==> config.mk <==
export PLATFORM = sky130hd
export DESIGN_NAME = imem_loader
export DESIGN_NICKNAME = d
export VERILOG_FILES = /design/src/rtl/imem_loader.sv
export SDC_FILE = /design/constraint.sdc
export NUM_CORES = 1
export LEC_CHECK = 0
export ABC_AREA = 1
export BUFFER_PORTS_ARGS = -buffer_cell sky130_fd_sc_hd__buf_2
export CAP_MARGIN = 15
export CORE_MARGIN = 4
export CORE_UTILIZATION = 30
export CTS_CLUSTER_SIZE = 25
export DETAILED_ROUTE_END_ITERATION = 8
export PLACE_DENSITY = 0.58
export SKIP_LAST_GASP = 1
export SLEW_MARGIN = 0
export SYNTH_ARGS = -nofsm -noshare
export SYNTH_HDL_FRONTEND = slang
export SYNTH_SLANG_ARGS = --single-unit
==> constraint.sdc <==
create_clock -name Clk -period 1.75 [get_ports Clk]
set_input_delay 0.175 -clock Clk [delete_from_list [all_inputs] [get_ports Clk]]
set_output_delay 0.175 -clock Clk [all_outputs]
set_load 0.05 [all_outputs]
==> src/rtl/imem_loader.sv <==
// imem_loader: assembles a big-endian byte stream into 32-bit words, writes
// them sequentially into the instruction memory and holds the CPU in reset
// until a complete program image has been loaded.
//
// Optional feature macro: IMEM_LOADER_CHECKSUM_EN
//   When defined, a 32-bit running sum of the written words is compared with
//   one trailing checksum word; a mismatch sets Chk_Err and keeps the CPU in
//   reset. When undefined there is no CHECK state and Chk_Err is tied low.
//
// Ports:
//   Clk        system clock (rising edge)
//   Reset      asynchronous active-low reset
//   Load_Start one-cycle pulse starting a load (sampled only in IDLE)
//   Load_Len   number of words to load (saturated to the memory depth)
//   In_Valid   byte-stream valid
//   In_Data    byte-stream data
//   In_Ready   byte accepted when In_Valid && In_Ready
//   IM_We      instruction-memory write enable
//   IM_Addr    instruction-memory word address
//   IM_Wdata   instruction-memory write data
//   Cpu_Reset  active-high reset to the core
//   Busy       high in RECV, WRITE and CHECK
//   Done       one-cycle pulse when a load finishes
//   Chk_Err    sticky checksum-mismatch flag
module imem_loader #(
    parameter int ADDR_WIDTH = 10,
    parameter int START_ADDR = 0
) (
    input  logic                  Clk,
    input  logic                  Reset,
    input  logic                  Load_Start,
    input  logic [ADDR_WIDTH:0]   Load_Len,
    input  logic                  In_Valid,
    input  logic [7:0]            In_Data,
    output logic                  In_Ready,
    output logic                  IM_We,
    output logic [ADDR_WIDTH-1:0] IM_Addr,
    output logic [31:0]           IM_Wdata,
    output logic                  Cpu_Reset,
    output logic                  Busy,
    output logic                  Done,
    output logic                  Chk_Err
);
    typedef enum logic [2:0] {S_IDLE, S_RECV, S_WRITE, S_CHECK, S_DONE} state_t;

    localparam logic [ADDR_WIDTH:0]   DEPTH = {1'b1, {ADDR_WIDTH{1'b0}}};
    localparam logic [ADDR_WIDTH-1:0] START = ADDR_WIDTH'(START_ADDR);
`ifdef IMEM_LOADER_CHECKSUM_EN
    localparam state_t S_TAIL = S_CHECK;
`else
    localparam state_t S_TAIL = S_DONE;
`endif

    state_t                state_q, state_d;
    logic [ADDR_WIDTH:0]   len_q, len_d;
    logic [ADDR_WIDTH:0]   word_cnt_q, word_cnt_d;
    logic [ADDR_WIDTH-1:0] addr_q, addr_d;
    logic [31:0]           word_q, word_d;
    logic [1:0]            byte_cnt_q, byte_cnt_d;
    logic                  booted_q, booted_d;
    logic                  accept;
`ifdef IMEM_LOADER_CHECKSUM_EN
    logic [31:0]           sum_q, sum_d;
    logic                  chk_err_q, chk_err_d;
`endif

    assign In_Ready  = (state_q == S_RECV) || (state_q == S_CHECK);
    assign accept    = In_Valid && In_Ready;
    assign IM_We     = (state_q == S_WRITE);
    assign IM_Addr   = addr_q;
    assign IM_Wdata  = word_q;
    assign Busy      = (state_q == S_RECV) || (state_q == S_WRITE) || (state_q == S_CHECK);
    assign Done      = (state_q == S_DONE);
    // Any non-idle state is a load in progress, so the core is held in reset.
    assign Cpu_Reset = (state_q != S_IDLE) || !booted_q;
`ifdef IMEM_LOADER_CHECKSUM_EN
    assign Chk_Err   = chk_err_q;
`else
    assign Chk_Err   = 1'b0;
`endif

    always_comb begin
        state_d    = state_q;
        len_d      = len_q;
        word_cnt_d = word_cnt_q;
        addr_d     = addr_q;
        word_d     = word_q;
        byte_cnt_d = byte_cnt_q;
        booted_d   = booted_q;
`ifdef IMEM_LOADER_CHECKSUM_EN
        sum_d      = sum_q;
        chk_err_d  = chk_err_q;
`endif
        case (state_q)
            S_IDLE: begin
                if (Load_Start) begin
                    // Any length with the top bit set is at least the depth.
                    len_d      = Load_Len[ADDR_WIDTH] ? DEPTH : Load_Len;
                    addr_d     = START;
                    word_cnt_d = '0;
                    byte_cnt_d = '0;
                    booted_d   = 1'b0;
`ifdef IMEM_LOADER_CHECKSUM_EN
                    sum_d      = '0;
                    chk_err_d  = 1'b0;
`endif
                    state_d    = (len_d == '0) ? S_TAIL : S_RECV;
                end
            end
            S_RECV: begin
                if (accept) begin
                    word_d     = {word_q[23:0], In_Data};
                    byte_cnt_d = byte_cnt_q + 2'd1;
                    state_d    = (byte_cnt_q == 2'd3) ? S_WRITE : S_RECV;
                end
            end
            S_WRITE: begin
                addr_d     = addr_q + ADDR_WIDTH'(1);
                word_cnt_d = word_cnt_q + (ADDR_WIDTH+1)'(1);
`ifdef IMEM_LOADER_CHECKSUM_EN
                sum_d      = sum_q + word_q;
`endif
                state_d    = (word_cnt_d == len_q) ? S_TAIL : S_RECV;
            end
`ifdef IMEM_LOADER_CHECKSUM_EN
            S_CHECK: begin
                if (accept) begin
                    word_d     = {word_q[23:0], In_Data};
                    byte_cnt_d = byte_cnt_q + 2'd1;
                    if (byte_cnt_q == 2'd3) begin
                        chk_err_d = ({word_q[23:0], In_Data} != sum_q);
                        state_d   = S_DONE;
                    end
                end
            end
`endif
            S_DONE: begin
`ifdef IMEM_LOADER_CHECKSUM_EN
                booted_d = !chk_err_q;
`else
                booted_d = 1'b1;
`endif
                state_d  = S_IDLE;
            end
            default: state_d = S_IDLE;
        endcase
    end

    always_ff @(posedge Clk or negedge Reset) begin
        if (!Reset) begin
            state_q    <= S_IDLE;
            len_q      <= '0;
            word_cnt_q <= '0;
            addr_q     <= '0;
            word_q     <= '0;
            byte_cnt_q <= '0;
            booted_q   <= 1'b0;
`ifdef IMEM_LOADER_CHECKSUM_EN
            sum_q      <= '0;
            chk_err_q  <= 1'b0;
`endif
        end else begin
            state_q    <= state_d;
            len_q      <= len_d;
            word_cnt_q <= word_cnt_d;
            addr_q     <= addr_d;
            word_q     <= word_d;
            byte_cnt_q <= byte_cnt_d;
            booted_q   <= booted_d;
`ifdef IMEM_LOADER_CHECKSUM_EN
            sum_q      <= sum_d;
            chk_err_q  <= chk_err_d;
`endif
        end
    end
endmodule

==> results.sh, run 1 <==
export IMPL_fin_total_pwr_mw=7.16
export IMPL_rsz0062_at_grt="yes"
export IMPL_ctsLongestPathBuffers=2
export IMPL_maxCapViolCount=0
export IMPL_via_count=2797
export IMPL_postRouteAntennaNets=0
export IMPL_power_switching_mw=3.38
export IMPL_drt_pass1_iter_count=5
export IMPL_stdcell_area_um2=4190
export IMPL_fmaxAchievable_ghz=0.578
export IMPL_yosys_area_share_simple=0.221
export IMPL_grt_pass1_wl_um=13600
export IMPL_layout_common_cells="nand2_1 (85), buf_2 (68), dfrtp_1 (67)"
export IMPL_cts_tree="done"
export IMPL_min_period_ns=1.73
export IMPL_drive_above_1_share=0.331
export IMPL_ys_seq_area_frac=0.524
export IMPL_critical_path_peak_fanout=5
export IMPL_gp_congestion=0.904
export IMPL_grt_pass1_vias=2887
export IMPL_r2r_setup_slack_ns=0.02
export IMPL_fin_crit_sh=0.988
export IMPL_setup_tns_ns=0
export IMPL_cts_setup_buffers=0
export IMPL_port_buffer_count=69
export IMPL_synthToLayoutAreaGrowth_pct=25.3
export IMPL_hp_start="In_Data[5]"
export IMPL_fin_skew_ns=0.0133
export IMPL_post_place_cells=585
export IMPL_setup_viol=0
export IMPL_status="finished clean"
export IMPL_num_antenna_cells=0
export IMPL_critPathCaptureType="register"
export IMPL_syn_inst=374
export IMPL_final_util=0.384
export IMPL_start_util=0.307
export IMPL_syn_avg_cell_area_um2=8.93
export IMPL_die_h_um=114
export IMPL_yosysUniqueCellTypes=26
export IMPL_initialDrtViolationCount=135
export IMPL_hold_viol=0
export IMPL_seqPwrFrac=0.347
export IMPL_r2r_cells=14
export IMPL_start_kind="register"
export IMPL_whs_endpoint="IM_Wdata[5]"
export IMPL_synth_xor_area_share=0
export IMPL_reg2reg_to="state_q[0]"
export IMPL_synth_warnings=0
export IMPL_fin_ws_ns=0.0208
export IMPL_switching_share=0.472
export IMPL_timing_hold_ws_ns=0.0552
export IMPL_numCtsBuffers=9
export IMPL_p_clk_frac=0.191
export IMPL_p_leak_nw=2.06
export IMPL_final_max_slew_viol_count=0
export IMPL_synthAdderAreaFrac=0.0112
export IMPL_powerDensity_nw_per_um2=1710
export IMPL_synth_top_family_by_area="simple AND/OR/NAND/NOR gates"
export IMPL_final_common_cell="nand2_1"
export IMPL_vdd_drop_max_v=0.00125
export IMPL_ios=71
export IMPL_post_route_drc_count=0
export IMPL_grt_antenna_before_repair=0
export IMPL_avgRoutedWirePerCell_um=13.2
export IMPL_core_area_um2=10900
export IMPL_worst_setup_path_type="reg -> reg"
export IMPL_place_area_um2=3940
export IMPL_clk_latency_ns=0.35
export IMPL_hp_class="in -> reg"
export IMPL_intPower_mw=3.78
export IMPL_r2r_start="word_cnt_q[1]"
export IMPL_power_frac_comb=0.462
export IMPL_overflow=0
export IMPL_dpl_hpwl_um=5820
export IMPL_numClockSinks=70
export IMPL_synthMuxAreaShare=0.101
export IMPL_dp_slack_ns=0.0281
export IMPL_routed_wl_um=7950
export IMPL_fp_dieW_um=114
export IMPL_hold_path_cell_count=2
export IMPL_cp_arrival_ns=1.98
export IMPL_clkTransAtPathRegs_ns=0.09
export IMPL_netlist_area_um2=3340
export IMPL_fp_row_count=38
export IMPL_synth_compound_area_frac=0.0723
export IMPL_clock_root_buffer="clkbuf_8"
export IMPL_cp_required_ns=2.00
export IMPL_postSynthNetCount=400
export IMPL_stdcell_count=602
export IMPL_final_nets=483
export IMPL_gr_usage_all_layers=0.132
export IMPL_grt_max_degree=71
export IMPL_vias_per_cell=4.65
export IMPL_die_area_um2=12900
export IMPL_htree_levels=3
export IMPL_ys_seq_elements=70
==> per-layer routing <==
layer / routed length, µm / global-route usage / vias to the layer above
met5: 0 / 0 / -
met4: 231 / 0.0641 / 0
met3: 659 / 0.0531 / 14
met2: 3680 / 0.206 / 98
met1: 3380 / 0.159 / 1302
li1: - / - / 1383
==> timing repair <==
item | 4_1_cts | 5_1_grt
resized for setup | 0 | 13
hold buffers | 1 | 0
hold endpoints to repair | 70 | 0
setup endpoints to repair | 0 | 5
==> logic make-up (layout without fill, tap and decap cells) <==
kind of cell               Yosys count  count (layout)
AOI/OAI and AO/OA                   43              43
adders and majority gates            3               3
buffers and inverters               58             146
DFF                                 70              70
muxes                               30              30
other                                1               1
and+or+nand+nor                    169             169
==> power groups by stage <==
stage	combinational [mW]	sequential, mW	clock (mW)
finish	3.31	2.49	1.37
global route	3.56	2.57	1.49
CTS	3.34	2.49	1.41
detailed placement	3.33	2.52	0
global placement	3.29	2.49	0
floorplan	1.15	3.81	0
==> worst max-delay path: stages, from the launching register on <==
cell      delay [ns]
dfrtp_1         0.37
ha_2            0.23
nand2_4         0.09
inv_2           0.08
nand2_1         0.09
nand2_2         0.10
nand2_1         0.05
nand2_1         0.05
nand2_1         0.05
nor2_1          0.11
nand3_1         0.10
o21bai_1        0.15
nand2_1         0.06
nand2_1         0.05
nand2_1         0.05
==> synth_stat cells (all sizes together) <==
cell type,number,area share
a21boi,1,0.0034
a21oi,7,0.010
buf,9,0.014
clkbuf,3,0.0034
conb,1,0.0011
dfrtp,70,0.52
ha,3,0.011
inv,46,0.052
mux2,29,0.098
mux2i,1,0.0030
nand2,92,0.11
nand3,35,0.052
nand3b,1,0.0022
nand4,4,0.0075
nor2,31,0.042
nor3,3,0.0045
nor4,1,0.0019
o21ai,23,0.034
o21bai,2,0.0045
o22ai,8,0.015
o31ai,2,0.0045
or2,2,0.0037
==> cell type report <==
class	count	area, µm²
Fill cell	1094	6700
Sequential cell	70	1760
Multi-Input combinational cell	246	1400
Timing Repair Buffer	84	475
Tap cell	140	175
Inverter	46	173
Clock buffer	9	124
Clock inverter	7	80.1
==> how the worst max path moves through the flow <==
stage | from | to | slack, ns | cells past startpoint
floorplan | IM_Addr[0] | IM_Addr[8] | 0.003 | 9
global placement | word_cnt_q[0] | state_q[0] | 0.06 | 12
detailed placement | word_cnt_q[0] | state_q[0] | 0.03 | 12
CTS | word_cnt_q[0] | state_q[0] | 0.001 | 14
global route | word_cnt_q[1] | state_q[0] | -0.18 | 13
finish | word_cnt_q[1] | state_q[0] | 0.02 | 14
==> flip-flops by register name, indices dropped and copies added (netlist names) <==
signal and flops:
IM_Addr 10, IM_Wdata 32, byte_cnt_q 2, state_q 3
booted_q 1, word_cnt_q 11, len_q 11
(Power assumes the default switching activity.)
==> run 2, diff against run 1 <==
Settings changed: RECOVER_POWER from default to 100, TNS_END_PERCENT from default to 1.
==> results.sh, run 2 (synthesized netlist as in run 1, its figures left out) <==
export IMPL_status="finished clean"
export IMPL_vias_per_cell=4.64
export IMPL_cp_required_ns=1.57
export IMPL_postRouteAntennaNets=0
export IMPL_grt_max_degree=71
export IMPL_overflow=0
export IMPL_cts_tree="done"
export IMPL_timing_hold_ws_ns=0.0550
export IMPL_avgRoutedWirePerCell_um=13.2
export IMPL_critical_path_peak_fanout=10
export IMPL_fp_row_count=38
export IMPL_rsz0062_at_grt="yes"
export IMPL_hp_class="in -> reg"
export IMPL_grt_pass1_vias=2887
export IMPL_dpl_hpwl_um=5820
export IMPL_setup_viol=0
export IMPL_start_util=0.307
export IMPL_ctsLongestPathBuffers=2
export IMPL_fin_total_pwr_mw=7.03
export IMPL_final_common_cell="nand2_1"
export IMPL_clk_latency_ns=0.35
export IMPL_worst_setup_path_type="reg -> out"
export IMPL_vdd_drop_max_v=0.00120
export IMPL_num_antenna_cells=0
export IMPL_critPathCaptureType="primary output"
export IMPL_cp_arrival_ns=1.55
export IMPL_die_area_um2=12900
export IMPL_slew_headroom=0.357
export IMPL_layout_common_cells="nand2_1 (86), dfrtp_1 (67), inv_1 (45), clkbuf_1 (45), nand3_1 (34)"
export IMPL_grt_antenna_before_repair=0
export IMPL_via_count=2795
export IMPL_largest_reg_flops=32
export IMPL_synthToLayoutAreaGrowth_pct=22.5
export IMPL_final_nets=483
export IMPL_fp_dieW_um=114
export IMPL_crit_path_top_delay_cell="dfrtp_1"
export IMPL_die_h_um=114
export IMPL_post_route_drc_count=0
export IMPL_fin_crit_sh=0.987
export IMPL_hold_viol=0
export IMPL_final_util=0.376
export IMPL_worstMarginPinSlew_ns=0.965
export IMPL_start_kind="register"
export IMPL_drt_pass1_iter_count=4
export IMPL_core_area_um2=10900
export IMPL_fmaxAchievable_ghz=0.579
export IMPL_stdcell_count=602
export IMPL_grt_pass1_wl_um=13600
export IMPL_final_max_slew_viol_count=0
export IMPL_initialDrtViolationCount=130
export IMPL_ios=71
export IMPL_post_place_cells=585
export IMPL_maxCapViolCount=0
export IMPL_gp_congestion=0.904
export IMPL_gr_usage_all_layers=0.132
export IMPL_routed_wl_um=7960
export IMPL_clkTransAtPathRegs_ns=0.09
export IMPL_critical_path_max_stage_delay_ns=0.42
export IMPL_place_area_um2=3940
export IMPL_powerDensity_nw_per_um2=1720
export IMPL_htree_levels=3
export IMPL_cp_num_buf_inv=2
export IMPL_clock_root_buffer="clkbuf_8"
export IMPL_numClockSinks=70
export IMPL_fin_skew_ns=0.0134
export IMPL_numCtsBuffers=9
export IMPL_crit_family="buffers and inverters"
export IMPL_min_period_ns=1.73
export IMPL_p_leak_nw=1.91
export IMPL_port_buffer_count=69
export IMPL_stdcell_area_um2=4090
export IMPL_path_cells="nor3_1 > buf_4 > buf_2"
export IMPL_drive_above_1_share=0.229
## run 2: changes by cell type in the layout (fill, tap and decap cells not counted), sizes merged
cell    change
buf        -51
clkbuf     +51
## run 2: per-layer routing
metal  up-vias  global-route usage  part of all wire
li1       1377                   -                 -
met3        16              0.0531             0.081
met1      1306               0.159              0.42
met4         0              0.0641             0.031
met2        96               0.206              0.47
met5         -                   0                 0
## run 2: power by group
group	total, mW	switching, mW	leakage (nW)	internal, mW
sequential	2.49	0.342	0.888	2.15
combinational	3.17	2.35	0.924	0.820
clock	1.37	0.690	0.0968	0.676
## run 2: per-stage QoR
stage	TNS [ns]	setup WS (ns)
global route	-0.645	-0.178
finish	0	0.0233
floorplan	0	0.00317
global placement	0	0.0561
CTS	0	0.00127
detailed placement	0	0.0281
## run 2: repair_timing
item,in CTS,in global routing
hold buffers,1,0
setup endpoints to repair,0,5
gates resized for setup,0,10
setup buffers,0,0
endpoints found under the hold margin,70,0
## run 2: final timing paths
kind,slack [ns],endpoint,cells past startpoint,from
max,0.02,IM_We,3,state_q[0]
min,0.06,IM_Wdata[5],2,In_Data[5]
max reg2reg,0.03,state_q[0],13,word_cnt_q[1]
min reg2reg,0.47,IM_Addr[9],1,IM_Addr[9]
max in group asynchronous,0.45,IM_Addr[0],3,Reset
min in group asynchronous,0.61,IM_Wdata[9],3,Reset
## run 2: layout make-up
cell class / instances / area [µm²]
flip-flops and latches: 70 / 1760
inverters: 46 / 173
multi-input cells: 246 / 1390
well taps: 140 / 175
clock inverters: 7 / 80.1
clock buffers: 9 / 124
fillers: 1117 / 6800
repair buffers: 84 / 397
